--- src/rtl/term_fb_sequencer.sv ---
// term_fb_sequencer: sole write master of the text framebuffer (init clear, chars, CR/LF, row clear, cursor blink)
module term_fb_sequencer #(
   parameter int         COLS        = 80,
   parameter int         ROWS        = 30,
   parameter int         ADDR_W      = 12,
   parameter int         BLINK_DIV   = 8388608,
   parameter logic [7:0] CURSOR_CHAR = 8'h5F,
   parameter logic [7:0] BLANK_CHAR  = 8'h20
) (
   input  logic              clk,
   input  logic              reset,
   input  logic              in_valid,
   input  logic [7:0]        in_data,
   output logic              in_ready,
   output logic              fb_we,
   output logic [ADDR_W-1:0] fb_addr,
   output logic [7:0]        fb_wdata,
   output logic [6:0]        cur_x,
   output logic [4:0]        cur_y,
   output logic              busy
);
   localparam int BW = BLINK_DIV > 1 ? $clog2(BLINK_DIV) : 1;
   localparam logic [ADDR_W-1:0] LAST = ADDR_W'(COLS * ROWS - 1);
   typedef enum logic [2:0] {INIT, IDLE, WRITE, ERASE, CLEAR, BLINK} state_t;
   state_t            state;
   logic [BW-1:0]     blink_cnt;
   logic              blink_pend, phase, is_lf, tick;
   logic [6:0]        clr_cnt;
   logic [4:0]        next_y;
   logic [ADDR_W-1:0] cur_addr, next_row_addr;
   always_comb begin
      tick          = blink_cnt == BW'(BLINK_DIV - 1);
      cur_addr      = ADDR_W'(cur_y) * ADDR_W'(COLS) + ADDR_W'(cur_x);
      next_y        = cur_y == 5'(ROWS - 1) ? 5'd0 : cur_y + 5'd1;
      next_row_addr = ADDR_W'(next_y) * ADDR_W'(COLS);
   end
   always_ff @(posedge clk) begin
      if (reset) begin
         state      <= INIT;
         fb_we      <= 1'b0;
         fb_addr    <= '0;
         fb_wdata   <= BLANK_CHAR;
         in_ready   <= 1'b0;
         cur_x      <= '0;
         cur_y      <= '0;
         busy       <= 1'b1;
         blink_cnt  <= '0;
         blink_pend <= 1'b0;
         phase      <= 1'b0;
         is_lf      <= 1'b0;
         clr_cnt    <= '0;
      end else begin
         blink_cnt <= tick ? '0 : blink_cnt + BW'(1);
         if (tick) blink_pend <= 1'b1;
         case (state)
            INIT: begin
               fb_we    <= 1'b1;
               fb_wdata <= BLANK_CHAR;
               if (!fb_we) fb_addr <= '0;
               else if (fb_addr == LAST) begin
                  fb_we    <= 1'b0;
                  in_ready <= 1'b1;
                  busy     <= 1'b0;
                  state    <= IDLE;
               end else fb_addr <= fb_addr + ADDR_W'(1);
            end
            IDLE: begin
               if (in_valid) begin
                  in_ready <= 1'b0;
                  busy     <= 1'b1;
                  fb_we    <= 1'b1;
                  fb_addr  <= cur_addr;
                  is_lf    <= in_data == 8'h0A;
                  if (in_data == 8'h0D || in_data == 8'h0A) begin
                     fb_wdata <= BLANK_CHAR;
                     state    <= ERASE;
                  end else begin
                     fb_wdata <= in_data;
                     phase    <= 1'b0;
                     state    <= WRITE;
                  end
               end else if (blink_pend) begin
                  in_ready   <= 1'b0;
                  busy       <= 1'b1;
                  fb_we      <= 1'b1;
                  fb_addr    <= cur_addr;
                  fb_wdata   <= phase ? BLANK_CHAR : CURSOR_CHAR;
                  phase      <= !phase;
                  blink_pend <= tick;
                  state      <= BLINK;
               end
            end
            WRITE, ERASE: begin
               // a row advance leads straight into clearing the new row
               if (state == ERASE || cur_x == 7'(COLS - 1)) cur_x <= '0;
               else cur_x <= cur_x + 7'd1;
               if ((state == ERASE && is_lf) || (state == WRITE && cur_x == 7'(COLS - 1))) begin
                  cur_y    <= next_y;
                  fb_we    <= 1'b1;
                  fb_wdata <= BLANK_CHAR;
                  fb_addr  <= next_row_addr;
                  clr_cnt  <= '0;
                  state    <= CLEAR;
               end else begin
                  fb_we    <= 1'b0;
                  in_ready <= 1'b1;
                  busy     <= 1'b0;
                  state    <= IDLE;
               end
            end
            CLEAR: begin
               if (clr_cnt == 7'(COLS - 1)) begin
                  fb_we    <= 1'b0;
                  in_ready <= 1'b1;
                  busy     <= 1'b0;
                  state    <= IDLE;
               end else begin
                  fb_addr <= fb_addr + ADDR_W'(1);
                  clr_cnt <= clr_cnt + 7'd1;
               end
            end
            BLINK: begin
               fb_we    <= 1'b0;
               in_ready <= 1'b1;
               busy     <= 1'b0;
               state    <= IDLE;
            end
            default: state <= INIT;
         endcase
      end
   end
endmodule

--- config.mk ---
export PLATFORM = sky130hd
export DESIGN_NAME = term_fb_sequencer
export DESIGN_NICKNAME = d
export VERILOG_FILES = /design/src/rtl/term_fb_sequencer.sv
export SDC_FILE = /design/constraint.sdc
export NUM_CORES = 1
export LEC_CHECK = 0
export ABC_AREA = 1
export BUFFER_PORTS_ARGS = -buffer_cell sky130_fd_sc_hd__buf_2
export CORE_MARGIN = 2
export CORE_UTILIZATION = 50
export CTS_BUF_LIST = sky130_fd_sc_hd__clkbuf_16
export CTS_CLUSTER_DIAMETER = 150
export CTS_CLUSTER_SIZE = 24
export DETAILED_ROUTE_END_ITERATION = 10
export MAX_ROUTING_LAYER = met4
export PLACE_DENSITY = 0.69
export REMOVE_ABC_BUFFERS = 1
export SETUP_SLACK_MARGIN = 0.05
export SLEW_MARGIN = 5
export SYNTH_ARGS = -nofsm -noshare
export SYNTH_HDL_FRONTEND = slang
export SYNTH_SLANG_ARGS = --single-unit
--- constraint.sdc ---
create_clock -name clk -period 3.65 [get_ports clk]
set_input_delay 0.365 -clock clk [delete_from_list [all_inputs] [get_ports clk]]
set_output_delay 0.365 -clock clk [all_outputs]
set_load 0.03 [all_outputs]
======== Word level (Yosys, flattened, before mapping) ========
Cells that the tools add are included.
operators by class
  $add $sub $neg .......................... 6
  $mul .................................... 2
  equal/unequal tests ..................... 21
  multiplexer cells ....................... 51
  reduce and logical (&&, ||, !) cells .... 23
operator list
  cell                                                                   count
  12-bit two-way mux                                                     6
  12-bit case mux with 4 select lines                                    1
  8-bit two-way mux                                                      4
  7-bit two-way mux                                                      4
  8-bit case mux with 3 select lines                                     1
  23-bit by 1-bit adder with 23-bit output, second input constant        1
  23-bit equality test, second input constant                            1
  1-bit two-way mux                                                      23
  3-bit two-way mux                                                      6
  8-bit by 4-bit equality test with 1-bit output, second input constant  2
  5-bit by 3-bit multiplier with 8-bit output, second input constant     2
  1-bit case mux with 5 select lines                                     3
  3-bit case mux with 5 select lines                                     1
  7-bit by 1-bit adder with 7-bit output, second input constant          2
  7-bit equality test, second input constant                             2
  2-bit inequality test, second input constant                           7
  7-bit case mux with 2 select lines                                     1
  12-bit by 1-bit adder with 12-bit output, second input constant        1
  12-bit by 7-bit adder with 12-bit output                               1
  12-bit equality test, second input constant                            1
  3-bit AND reduction                                                    4
  3-bit by 2-bit equality test with 1-bit output, second input constant  2
  3-bit equality test, second input constant                             2
  3-bit inequality test, second input constant                           2
  17 further kinds                                                       23
storage, ports and cells
  flip-flop bits (word level) ............. 71
  input bits .............................. 11
  output and inout bits ................... 35
  word-level logic and storage cells ...... 116

======== Longest topological paths before layout ========
  depth after elaboration ................. 5
  depth in mapped cells ................... 18
  mapped depth without buffers ............ 18

======== Worst setup path after synthesis ========
No wires, ideal clock.
  path type ............................... reg-to-reg
  start ................................... register cur_y[1]
  end ..................................... register fb_addr[9]
  library setup time ...................... 0.112 ns
  arrival ................................. 2.709 ns
  required time ........................... 3.538 ns
  slack ................................... 0.829 ns
  cell stages (with the launch flop) ...... 16
  path buffers ............................ 0
  clock period less this slack ............ 2.821 ns
  path through ............................ dfxtp_1 inv_1 ha_1 nand2_1 inv_1 nand2_1 inv_1 or2_2 inv_1 ha_1 ha_1 fa_1 o21ai_0 nand3_1 nor2_1 nor2_1
on the way
  longest elaborated chain between the ends .. 5
  elaborated cells on any way between the ends .. 10
  those cells by class .................... add/sub (2); mul (2); eq/ne (1); mux (5)
RTL lines
  what                                                                           RTL line  text
  start: declaration                                                             19        output logic [4:0] cur_y,
  start signal: assignment                                                       98        cur_y <= next_y;
  5-bit by 1-bit adder with 5-bit output or 5-bit equality test (tied branches)  34        next_y = cur_y == 5'(ROWS - 1) ? 5'd0 : cur_y + 5'd1;
  5-bit two-way mux (*)                                                          34
  via next_y[3]                                                                  29        logic [4:0] next_y;
  5-bit by 3-bit multiplier with 8-bit output (*)                                35        next_row_addr = ADDR_W'(next_y) * ADDR_W'(COLS);
  12-bit two-way mux (*)                                                         97        if ((state == ERASE && is_lf) || (state == WRITE && cur_x == 7'(COLS - 1))) begin
  12-bit case mux with 4 select lines (*)                                        55        case (state)
  end signal: assignment                                                         65        end else fb_addr <= fb_addr + ADDR_W'(1);
  end signal: assignment                                                         72        fb_addr <= cur_addr;
  end signal: assignment                                                         101       fb_addr <= next_row_addr;
  end: declaration                                                               16        output logic [ADDR_W-1:0] fb_addr,
Mark *: on every way through the listed nets, which the timed path passes. The rest lies on a longest branch. The select of a mux whose other input is x is not followed.
A chain may end at the register's enable or synchronous reset.

======== Worst setup path in the final report ========
Ends and elaborated chain as after synthesis.

==> results.md <==
- All-Layer GR Usage: 23.5%
- Clk slew on worst S/H paths: 0.06 ns
- Arr. time, crit path: about 3 ns
- DR DRC count: 0
- Top post-synthesis cells by count: nand2_1, nor2_1, inv_1, dfxtp_1, nand3_1
- Syn. warnings: 0
- Syn_area_per_cell: 6.60 µm²
- Primary FF master, synth: dfxtp_1
- Clk_skew: 0.00820 ns
- Global placement routability congestion: 0.895
- Core area: approximately 8600 µm²
- Post-CTS Resized: 0
- WP data required: 3.87 ns
- Drt wl/cell: between 10 and 15 µm
- Max Fclk: ~350 MHz
- Top cell type's share of synthesized area: 32.2%
- Detailed Route Iter0 Violations: 257
- Clock latency at the later pin of the worst-skew pair: 0.33 ns
- Power Dens Cells: 343 nW/µm²
- Crit Path Category: flop to flop
- CP startpoint kind: flop
- EDFF count, synth: 0
- Die Wd: approximately 98 µm
- Detailed Route WL: 10,600 µm
- GRT overflow: 0
- Via density: approximately 5.3
- Die area: 9610 µm²
- Post-Syn Instances: 670
- Clk root buf: clkbuf_16
- Hold Crit Class: primary input to flop
- Drt pass-1 iters: 5
- Max Cap Violations: 0
- Antenna violations before repair: 0
- FFs w/ async S/R, synth: 0%
- Yosys cell types: 35
- Slew headroom: 54.9%
- CTS Buffer Depth: 2
- NumNets Final: 751
- Post-place instance area: 4710 µm²
- Postcts setup bufs: 0
- Cell Area, Synth: 4420 µm²
- Sink Count: 71
- Worst reg-to-reg path cell count: 15
- Worst slack at placement: 0.807 ns
- Final period utilization: about four fifths
- Sequential-to-total area share from yosys stat: 32.2%
- Final critical-path required period: 2.87 ns
- Most common cell in the netlist: nand2_1
- TritonCTS clock tree: done
- Die Ht: 98.0 µm
- Worst Setup Slack, final: 0.778 ns
- Initial Util: 51.2%
- Power consumption: around 1.7 mW
- Area growth syn-to-layout: 13.4%
- Status: completed
- # hold bufs at CTS: 0
- RSZ-0062 raised after global routing: no
- Peak VDD IR: 0.285 mV
- CTS H-tree lvls: 3
- Sum Neg Setup Slack: 0 ns
- Inserted Diodes: 0
- Final setup viols: 0
- Port Buffers: between 40 and 50
- Largest area contributor in the netlist: dfxtp_1
- Detail Route Antenna Nets: 0
- Vias in the first global route: 4,156
- Leak pwr: 2.36 nW
- Top Ports: between 40 and 50
- First-pass GRT wire length: approximately 18,000 µm
- TritonCTS Buffers: 9
- Worst-Margin Slew: 0.669 ns
- Top cells by area, synth: dfxtp_1, nand2_1, nor2_1
- Ratio of cells with drive above 1 in the final layout: between 10% and 20%
- Pin count of the biggest net entering global routing: 23
- Max-slew violations: 0
- Fin. Hold Viols: 0
- DR vias: 4,359
- DP Wirelength: 8050 µm
- Max FO, Critical Path: 7
- # rows: 34
- Worst setup EP type: flop
- Finished layout cell area: between 5000 and 6000 µm²
- Synth Register Bits: 71
- Hold path depth: 3
area by class of cell:
| type | instances | area [µm²] |
|---|---|---|
| fillers | 880 | 3620 |
| multi-input cells | 501 | 2600 |
| flip-flops and latches | 71 | 1420 |
| inverters | 88 | 335 |
| clock buffers | 9 | 225 |
| repair buffers | 45 | 225 |
| well taps | 108 | 135 |
| clock inverters | 7 | 72.6 |
worst max-delay path, cell delays in order (launching register included):
cell and delay, ns:
dfxtp_1 0.46, inv_1 0.11, ha_1 0.19, nand2_1 0.06, inv_1 0.04, nand2_1 0.13
inv_1 0.07, or2_2 0.31, inv_1 0.09, ha_1 0.23, ha_1 0.24, fa_1 0.42
o21ai_0 0.18, nand3_1 0.10, nor2_1 0.10, nor2_1 0.04
registers in the layout, summed over array words and instances (netlist names), 3 cells and up:
name	count
clr_cnt	7
fb_addr	12
cur_x	7
state	3
fb_wdata	8
cur_y	5
blink_cnt	23
layer usage:
| layer | global-route usage, % | wire length [µm] | vias to the layer above |
|---|---|---|---|
| met5 | - | 0 | - |
| met4 | 6.41 | 180 | 0 |
| met3 | 5.80 | 507 | 19 |
| met2 | 39.9 | 5250 | 90 |
| met1 | 27.9 | 4670 | 1999 |
| li1 | - | - | 2251 |
through the flow:
stage	hold slack (ns)	cells	utilization, %
after floorplan	0.418	660	-
after global placement	0.428	813	54.6
after detailed placement	0.438	813	54.6
after CTS	0.324	829	58.0
after global routing	0.325	829	58.0
final	0.328	829	58.0
power breakdown:
part	total (mW)	leakage, nW	internal, mW	switching [mW]
logic	0.0580	1.64	0.0172	0.0408
clock network	0.877	0.148	0.531	0.345
registers	0.785	0.573	0.780	0.00484
path summary, 6_finish.rpt:
| path | startpoint | endpoint | slack [ns] |
|---|---|---|---|
| max | cur_y[1]$_SDFFE_PP0P_ | fb_addr[9]$_SDFFE_PP0P_ | 0.78 |
| min | in_data[7] | fb_wdata[7]$_SDFFE_PP0P_ | 0.33 |
| max reg2reg | cur_y[1]$_SDFFE_PP0P_ | fb_addr[9]$_SDFFE_PP0P_ | 0.78 |
| min reg2reg | blink_cnt[0]$_SDFF_PP0_ | blink_cnt[0]$_SDFF_PP0_ | 0.45 |
layout by cell type (no fill, tap or decap), types with 2 or more instances in the layout:
cell       synthesis  final
a21oi_1           37     37
buf_2              3     45
clkbuf_16          0      9
dfxtp_1           71     71
fa_1               3      3
ha_1              21     21
inv_1             80     81
inv_2              6      6
inv_4              2      2
inv_6              0      2
nand2_1          168    168
nand2_2            4      4
nand2_4            2      2
nand3_1           66     66
nand3_2            2      2
nand3_4            3      3
nand4_1           13     13
nor2_1            92     92
nor2_2             5      5
nor3_1            15     15
nor3_2             2      2
nor3b_1            3      3
o211ai_1           4      4
o21ai_0           27     27
o21bai_1           3      3
o22ai_1            3      3
or2_2              4      4
xnor2_1            5      5
xor2_1            14     14
cell families after synthesis:
kind of cell	count (synthesis)	synth area share (%)
and+or+nand+nor	383	38.6
DFF	71	32.2
AOI/OAI and AO/OA	75	9.03
xor gates and xnor gates	19	3.76
adders and majority gates	24	7.30
buffers and inverters	98	9.11
Power figures use the tool's default switching activity.
